### src/rtl/tff_updown_counter_if.sv
// Control and status bundle for tff_updown_counter.
// The master drives the step controls and observes the registered outputs;
// the slave (the counter) does the opposite.
interface tff_updown_counter_if #(
    parameter int WIDTH = 4
);
    logic             en;
    logic [1:0]       mode;
    logic [WIDTH-1:0] t_mask;
    logic             load;
    logic [WIDTH-1:0] d;
    logic             clr_ovf;
    logic [WIDTH-1:0] q;
    logic [WIDTH-1:0] qbar;
    logic             tc;
    logic             ovf;

    modport master (
        output en, mode, t_mask, load, d, clr_ovf,
        input  q, qbar, tc, ovf
    );

    modport slave (
        input  en, mode, t_mask, load, d, clr_ovf,
        output q, qbar, tc, ovf
    );
endinterface

### src/rtl/tff_updown_counter.sv
// Multi-mode register bank: hold, per-bit toggle (T-FF), count up, count down
// and parallel load. qbar is its own register so q ^ qbar is all-ones in every
// cycle. tc pulses in the cycle after a limit event. ovf is sticky.
module tff_updown_counter #(
    parameter int               WIDTH     = 4,
    parameter int               SATURATE  = 0,
    parameter logic [WIDTH-1:0] RESET_VAL = '0
) (
    input logic                clk,
    input logic                clear,
    tff_updown_counter_if.slave bus
);

    typedef enum logic [1:0] {
        MODE_HOLD   = 2'b00,
        MODE_TOGGLE = 2'b01,
        MODE_UP     = 2'b10,
        MODE_DOWN   = 2'b11
    } mode_e;

    localparam logic [WIDTH-1:0] ALL_ONES = '1;
    localparam logic [WIDTH-1:0] ONE      = WIDTH'(1);

    logic [WIDTH-1:0] q_r, qbar_r, q_next;
    logic             tc_r, ovf_r, ovf_next, limit;

    // Next-state: load beats stepping; a limit is hitting all-ones going up or zero going down.
    always_comb begin
        // NOTE: every output of this block gets a default first, so no path can infer a latch.
        q_next   = q_r;
        limit    = 1'b0;
        ovf_next = ovf_r;
        if (bus.load) begin
            q_next = bus.d;
        end else if (bus.en) begin
            case (mode_e'(bus.mode))
                MODE_HOLD:   q_next = q_r;
                MODE_TOGGLE: q_next = q_r ^ bus.t_mask;
                MODE_UP: begin
                    limit  = (q_r == ALL_ONES);
                    q_next = (limit && SATURATE != 0) ? q_r : q_r + ONE;
                end
                MODE_DOWN: begin
                    limit  = (q_r == '0);
                    q_next = (limit && SATURATE != 0) ? q_r : q_r - ONE;
                end
                default:     q_next = q_r;
            endcase
        end
        // A limit event in the same cycle as clr_ovf keeps the flag set.
        if (limit)
            ovf_next = 1'b1;
        else if (bus.clr_ovf)
            ovf_next = 1'b0;
    end

    // State registers; clear acts immediately and holds everything at reset value.
    always_ff @(posedge clk or posedge clear) begin
        // NOTE: sequential state uses non-blocking assignments so all registers update together.
        if (clear) begin
            q_r    <= RESET_VAL;
            qbar_r <= ~RESET_VAL;
            tc_r   <= 1'b0;
            ovf_r  <= 1'b0;
        end else begin
            q_r    <= q_next;
            qbar_r <= ~q_next;
            tc_r   <= limit;
            ovf_r  <= ovf_next;
        end
    end

    assign bus.q    = q_r;
    assign bus.qbar = qbar_r;
    assign bus.tc   = tc_r;
    assign bus.ovf  = ovf_r;

endmodule

### src/flat_wrapper.sv
// flat-port wrapper written by rule: the top's interface ports become plain ports
module tff_updown_counter_flat 
#(
    parameter int               WIDTH     = 4,
    parameter int               SATURATE  = 0,
    parameter logic [WIDTH-1:0] RESET_VAL = '0
)
  (clk, clear, bus_en, bus_mode, bus_t_mask, bus_load, bus_d, bus_clr_ovf, bus_q, bus_qbar, bus_tc, bus_ovf);
  tff_updown_counter_if #(.WIDTH(WIDTH)) bus_i ();
  input logic clk;
  input logic clear;
  input wire logic [$bits(bus_i.en)-1:0] bus_en;
  input wire logic [$bits(bus_i.mode)-1:0] bus_mode;
  input wire logic [$bits(bus_i.t_mask)-1:0] bus_t_mask;
  input wire logic [$bits(bus_i.load)-1:0] bus_load;
  input wire logic [$bits(bus_i.d)-1:0] bus_d;
  input wire logic [$bits(bus_i.clr_ovf)-1:0] bus_clr_ovf;
  output wire logic [$bits(bus_i.q)-1:0] bus_q;
  output wire logic [$bits(bus_i.qbar)-1:0] bus_qbar;
  output wire logic [$bits(bus_i.tc)-1:0] bus_tc;
  output wire logic [$bits(bus_i.ovf)-1:0] bus_ovf;
  assign bus_i.en = bus_en;
  assign bus_i.mode = bus_mode;
  assign bus_i.t_mask = bus_t_mask;
  assign bus_i.load = bus_load;
  assign bus_i.d = bus_d;
  assign bus_i.clr_ovf = bus_clr_ovf;
  assign bus_q = bus_i.q;
  assign bus_qbar = bus_i.qbar;
  assign bus_tc = bus_i.tc;
  assign bus_ovf = bus_i.ovf;
  tff_updown_counter #(.WIDTH(WIDTH), .SATURATE(SATURATE), .RESET_VAL(RESET_VAL)) u_core (.clk(clk), .clear(clear), .bus(bus_i));
endmodule
### config.mk
export PLATFORM = sky130hd
export DESIGN_NAME = tff_updown_counter_flat
export DESIGN_NICKNAME = d
export VERILOG_FILES = /design/src/rtl/tff_updown_counter_if.sv /design/src/rtl/tff_updown_counter.sv /design/src/flat_wrapper.sv
export SDC_FILE = /design/constraint.sdc
export NUM_CORES = 1
export LEC_CHECK = 0
export CORE_MARGIN = 10
export CORE_UTILIZATION = 40
export DETAILED_ROUTE_END_ITERATION = 12
export GPL_TIMING_DRIVEN = 0
export HOLD_SLACK_MARGIN = 0.12
export PLACE_DENSITY = 0.75
export SYNTH_ARGS = -nofsm -noshare
export SYNTH_HDL_FRONTEND = slang
export SYNTH_SLANG_ARGS = --single-unit
### constraint.sdc
create_clock -name clk -period 2.4 [get_ports clk]
set_clock_uncertainty 0.2 [all_clocks]
set_input_delay 0.36 -clock clk [delete_from_list [all_inputs] [get_ports clk]]
set_output_delay 0.36 -clock clk [all_outputs]
set_load 0.02 [all_outputs]
; ---- After elaboration in Yosys (flattened, before gate mapping)
; Cells that the tools add are included.
[op_classes]
n_addsub = 2
n_reduce_logical = 3
n_mux = 8
div_mod_pow = 0
n_lt_le_gt_ge = 0
multipliers = 0
bitwise = 2
eq_ne = 4
shift = 0
[ops]
columns = op, n
row1 = case mux 4 bit (4 select lines), 1
row2 = two-way mux 4 bit, 2
row3 = "adder 4 x 1 -> 4 bit, second input constant", 1
row4 = "== test 2 bit, second input constant", 2
row5 = "== test 4 bit, second input constant", 1
row6 = logical NOT 4 bit, 1
row7 = two-way mux 1 bit, 4
row8 = inverter 4 bit, 1
row9 = "subtractor 4 x 1 -> 4 bit, second input constant", 1
row10 = bitwise XOR 4 bit, 1
row11 = "== test 2 x 1 -> 1 bit, second input constant", 1
row12 = logical NOT 2 bit, 1
row13 = case mux 1 bit (2 select lines), 1
row14 = nonzero test 2 bit, 1
[totals]
ramBits = 0
romBits = 0
memories = 0
in_bits = 15
register_bits = 10
out_inout_bits = 10
latchBits = 0

; ---- Depth between registers and ports, before layout
[logic_depth]
depth_word = 5
depth_mapped = 7

; ---- Worst setup path before layout
; No wires, ideal clock.
[synth_path]
path_kind = register to register
startpoint = register u_core.q_r[1], in the netlist u_core.bus.q[1]
endpoint = register u_core.q_r[2], in the netlist u_core.bus.q[2]
n_path_buf = 0
t_arrival_ns = 1.477
stages_incl_launch_ff = 7
setup_time_ns = 0.135
path_slack_ns = 0.587
required_time_ns = 2.065
cell_sequence = dfrtp_1 xnor2_1 ha_1 xor2_1 or3_1 o221ai_1 a211oi_1
[synth_via]
elab_chain_len = 4
[synth_lines]
columns = item, line
row1 = from (decl), tff_updown_counter.sv:24  ; logic [WIDTH-1:0] q_r, qbar_r, q_next;
row2 = from (signal assigned), tff_updown_counter.sv:66  ; q_r <= q_next;
row3 = subtractor 4 x 1 -> 4 bit / adder 4 x 1 -> 4 bit (equally long branches), "tff_updown_counter.sv:45, tff_updown_counter.sv:41"
row4 = case mux 4 bit (4 select lines) (*), tff_updown_counter.sv:36  ; case (mode_e'(bus.mode))
row5 = two-way mux 4 bit (*), tff_updown_counter.sv:35  ; end else if (bus.en) begin
row6 = two-way mux 4 bit (*), tff_updown_counter.sv:33  ; if (bus.load) begin
row7 = net u_core.q_next[2], tff_updown_counter.sv:24
; Mark *: on every way through the listed nets, which the timed path passes. The rest lies on a longest branch.
; A chain may end at the register's enable or synchronous reset.

; ---- Worst setup path after layout
[layout_path]
startpoint = input bus_mode[1]
endpoint = register u_core.qbar_r[2], in the netlist u_core.bus.qbar[2]
[layout_via]
elab_chain_len = 5
[layout_lines]
columns = item, line
row1 = from (decl), flat_wrapper.sv:13  ; input wire logic [$bits(bus_i.mode)-1:0] bus_mode;
row2 = "== test 2 bit, or another cell as far along", tff_updown_counter.sv:36
row3 = case mux 4 bit (4 select lines) (*), tff_updown_counter.sv:36
row4 = two-way mux 4 bit (*), tff_updown_counter.sv:35
row5 = two-way mux 4 bit (*), tff_updown_counter.sv:33
row6 = inverter 4 bit (*), tff_updown_counter.sv:67  ; qbar_r <= ~q_next;
row7 = to (signal assigned), tff_updown_counter.sv:62  ; qbar_r <= ~RESET_VAL;
row8 = to (signal assigned), tff_updown_counter.sv:67
row9 = to (decl), tff_updown_counter.sv:24
; Mark *: on every way between the ends. The rest lies on a longest branch, timed or not.

==> results.md <==
- Insertion delay to the later sink of the worst-skew pair: 0.26 ns
- Drt wl/cell: 14.6 um
- Fin nets: 107
- WP data arrival: 2.22 ns
- # resized after CTS: 0
- DRC Markers: 0
- Fmax: 449 MHz
- Leading cell type in the layout, fill and taps excluded: clkdlybuf4s50_1
- Final wirelength: 1520 um
- Core area: 1350 um^2
- H-tree depth: 1
- Total track usage: 8.96%
- FF-to-FF Start: u_core.bus.q[1]
- Synthesized flop and latch total: 10
- Reg-to-Reg End: u_core.bus.qbar[2]
- Detailed Routing Iterations Pass 1: 3
- Rel. slew slack: 70.6%
- Worst path slowest cell: clkdlybuf4s50_1
- Synth cell types: 30
- CTS tree: yes
- Die width: 58.7 um
- I/O pins: 25
- Initial DRC Count: 6
- # diodes: 0
- Die area: 3440 um^2
- Clock sinks: 10
- Largest net degree at the start of global routing: 11
- Crit Path Max Fanout: 7
- Synth Area in Adders: 2.09%
- Clk root buf: clkbuf_4
- Synth Cell Area: 598 um^2
- Crit path cell chain: clkdlybuf4s50_1 -> nand2_1 -> xnor2_1 -> ha_1 -> nor2_1 -> xor2_1 -> o221ai_1 -> a211o_1
- Yosys warnings: 0
- VDD IR max: 0.000452 V
- Sequential share of the synthesized area: 42.7%
- Die Ht: 58.7 um
- Worst hold slack: 0.167 ns
- Main combinational cell family by area after synthesis: compound AO/OA/AOI/OAI gates
- Slowest Stage Delay on Critical Path: 0.59 ns
- Synth Area in XOR/XNOR: 10.3%
- Antenna violations before repair: 0
- RSZ-0062 raised after global routing: false
- Crit end category: flip-flop
- Critical Path Source Type: input pin
- Placed Area: 857 um^2
- Layout cell share with drive strength beyond 1: 13.5%
- Worst-Margin Slew: 0.436 ns
- R2R Setup Slk: 0.55 ns
- Number of port buffers: 24
- Util after Layout: 65.2%
- Setup CP Type: input pin to flip-flop
- Mux share of post-synthesis cell area: 5.23%
- Gr ovfl total: 0
- Max-slew violation count: 0
- Crit path buf inv count: 1
- Static leakage: 0.000380 uW
- Compound-Gate Fraction of Synth Area: 18.0%
- CP startpoint: bus_mode[1]
- Clock transition at path regs: 0.06 ns
- Pwr dens: 580 nW/um^2
- Crit path depth: 8
- Simple-Gate Fraction of Synth Area: 15.3%
- Total chip power: 510 uW
- Setup violations, final: 0
- GPL Wtd Cong: 0.768
- Commonest non-fill, non-tap cells in the layout: clkdlybuf4s50_1 (24), nor2_1 (6), dfrtp_1 (6)
- Area growth from synthesis to layout: 47.1%
- Max-cap violations: 0
- First-pass GRT wire length: 2530 um
- Crit path time final: 2.23 ns
- Syn nets: 78
- Vias in the first global route: 569
- Setup Fix Bufs, Post-CTS: 0
- R2R depth: 6
- HP Class: input pin to async pin
- Worst endpoint required time: 2.39 ns
- Fin. Hold Viols: 0
- # rows: 13
- Antenna viol nets, final: 0
- Total number of vias: 552
- Fin crit share: 92.8%
- Crit path capture: u_core.bus.qbar[2]
- Top delay family on crit path: buffers and inverters
- TritonCTS Buffers: 3
- Initial Util: 44.3%
- Synth Area per Inst: 9.65 um^2
- Hpwl dp: 1270 um
- Post-synthesis instance total: 62
- Status: complete, no violations
- Final Instance Area: 880 um^2
- Post-CTS Hold Fix Bufs: 0
- Vias/cell: 5.31
- Clk buf depth: 2
worst reg2reg max path, stage by stage, from the launching register on:
cell and delay (ns):
dfrtp_1 0.46, xnor2_1 0.17, ha_1 0.21, nor2_1 0.12, xor2_1 0.16, o221ai_1 0.17
a211o_1 0.29
registers in the layout (all words and copies together) (netlist names), named ones only:
name / flops
u_core.bus.tc: 1
u_core.bus.ovf: 1
u_core.bus.qbar: 4
u_core.bus.q: 3
synthesized netlist by cell type:
cell / instances / share of area (%)
o41ai_1: 1 / 1.5
clkbuf_1: 1 / 0.63
a211oi_1: 2 / 2.5
a22oi_1: 1 / 1.3
o22ai_1: 3 / 3.1
and4b_4: 1 / 2.3
nand2_1: 5 / 3.1
dfstp_2: 4 / 18
buf_6: 1 / 1.9
nor3_1: 1 / 0.84
inv_1: 5 / 3.1
xor2_1: 5 / 7.3
a21o_1: 1 / 1.3
mux2i_1: 2 / 3.3
nand3_1: 1 / 0.84
or3_1: 1 / 1.0
clkbuf_2: 1 / 0.84
nor2b_1: 1 / 1.0
and2_1: 1 / 1.0
a21oi_2: 1 / 1.5
nor2_1: 6 / 3.8
o221ai_1: 1 / 1.5
xnor2_1: 2 / 2.9
mux2_2: 1 / 1.9
ha_1: 1 / 2.1
dfrtp_1: 6 / 25
a211o_1: 2 / 2.9
a21oi_1: 2 / 1.7
o21ai_0: 1 / 0.84
nand3b_1: 1 / 1.3
per-stage QoR:
step / worst slack [ns] / setup TNS, ns / instances
detailed placement: -0.0918 / -0.179 / 101
global placement: -0.0379 / -0.0588 / 101
floorplan: 0.587 / 0 / 62
CTS: 0.181 / 0 / 104
global route: 0.0579 / 0 / 104
finish: 0.174 / 0 / 104
worst min path at each step:
stage                   start             end  slack (ns)  cells after the start
6_report                clear   u_core.bus.tc        0.17                      2
5_1_grt                 clear  u_core.bus.ovf        0.20                      2
4_1_cts                 clear   u_core.bus.tc        0.19                      2
3_5_place_dp   u_core.bus.ovf  u_core.bus.ovf        0.33                      2
3_3_place_gp   u_core.bus.ovf  u_core.bus.ovf        0.32                      2
2_1_floorplan           clear       async pin      -0.003                      1
kinds of logic (layout without fill, tap and decap cells):
group	after synthesis	after routing
simple gates	18	18
compound gates	15	15
flops	10	10
buf+inv	8	35
xor+xnor	7	7
mux	3	3
fa+ha+maj	1	1
area by class of cell:
class                   instances  area [um^2]
plain buffers                   3         20.0
well taps                      15         18.8
fillers                       122          470
multi-input cells              44          304
inverters                       5         18.8
repair buffers                 24          240
flip-flops and latches         10          255
clock buffers                   3         22.5
routing by layer:
layer	up-vias	routed length, um	track usage (%)
met5	-	0	0
met4	0	0	0.984
met3	0	113	5.36
met2	16	755	15.8
met1	264	652	9.19
li1	272	-	-
report_power, final:
group / internal, uW / leakage, uW / switching (uW)
logic: 98.6 / 0.000250 / 91.2
registers: 194 / 0.000116 / 14.9
clock network: 57.7 / 0.0000138 / 53.7
total: 351 / 0.000380 / 160
(Power assumes the default switching activity.)
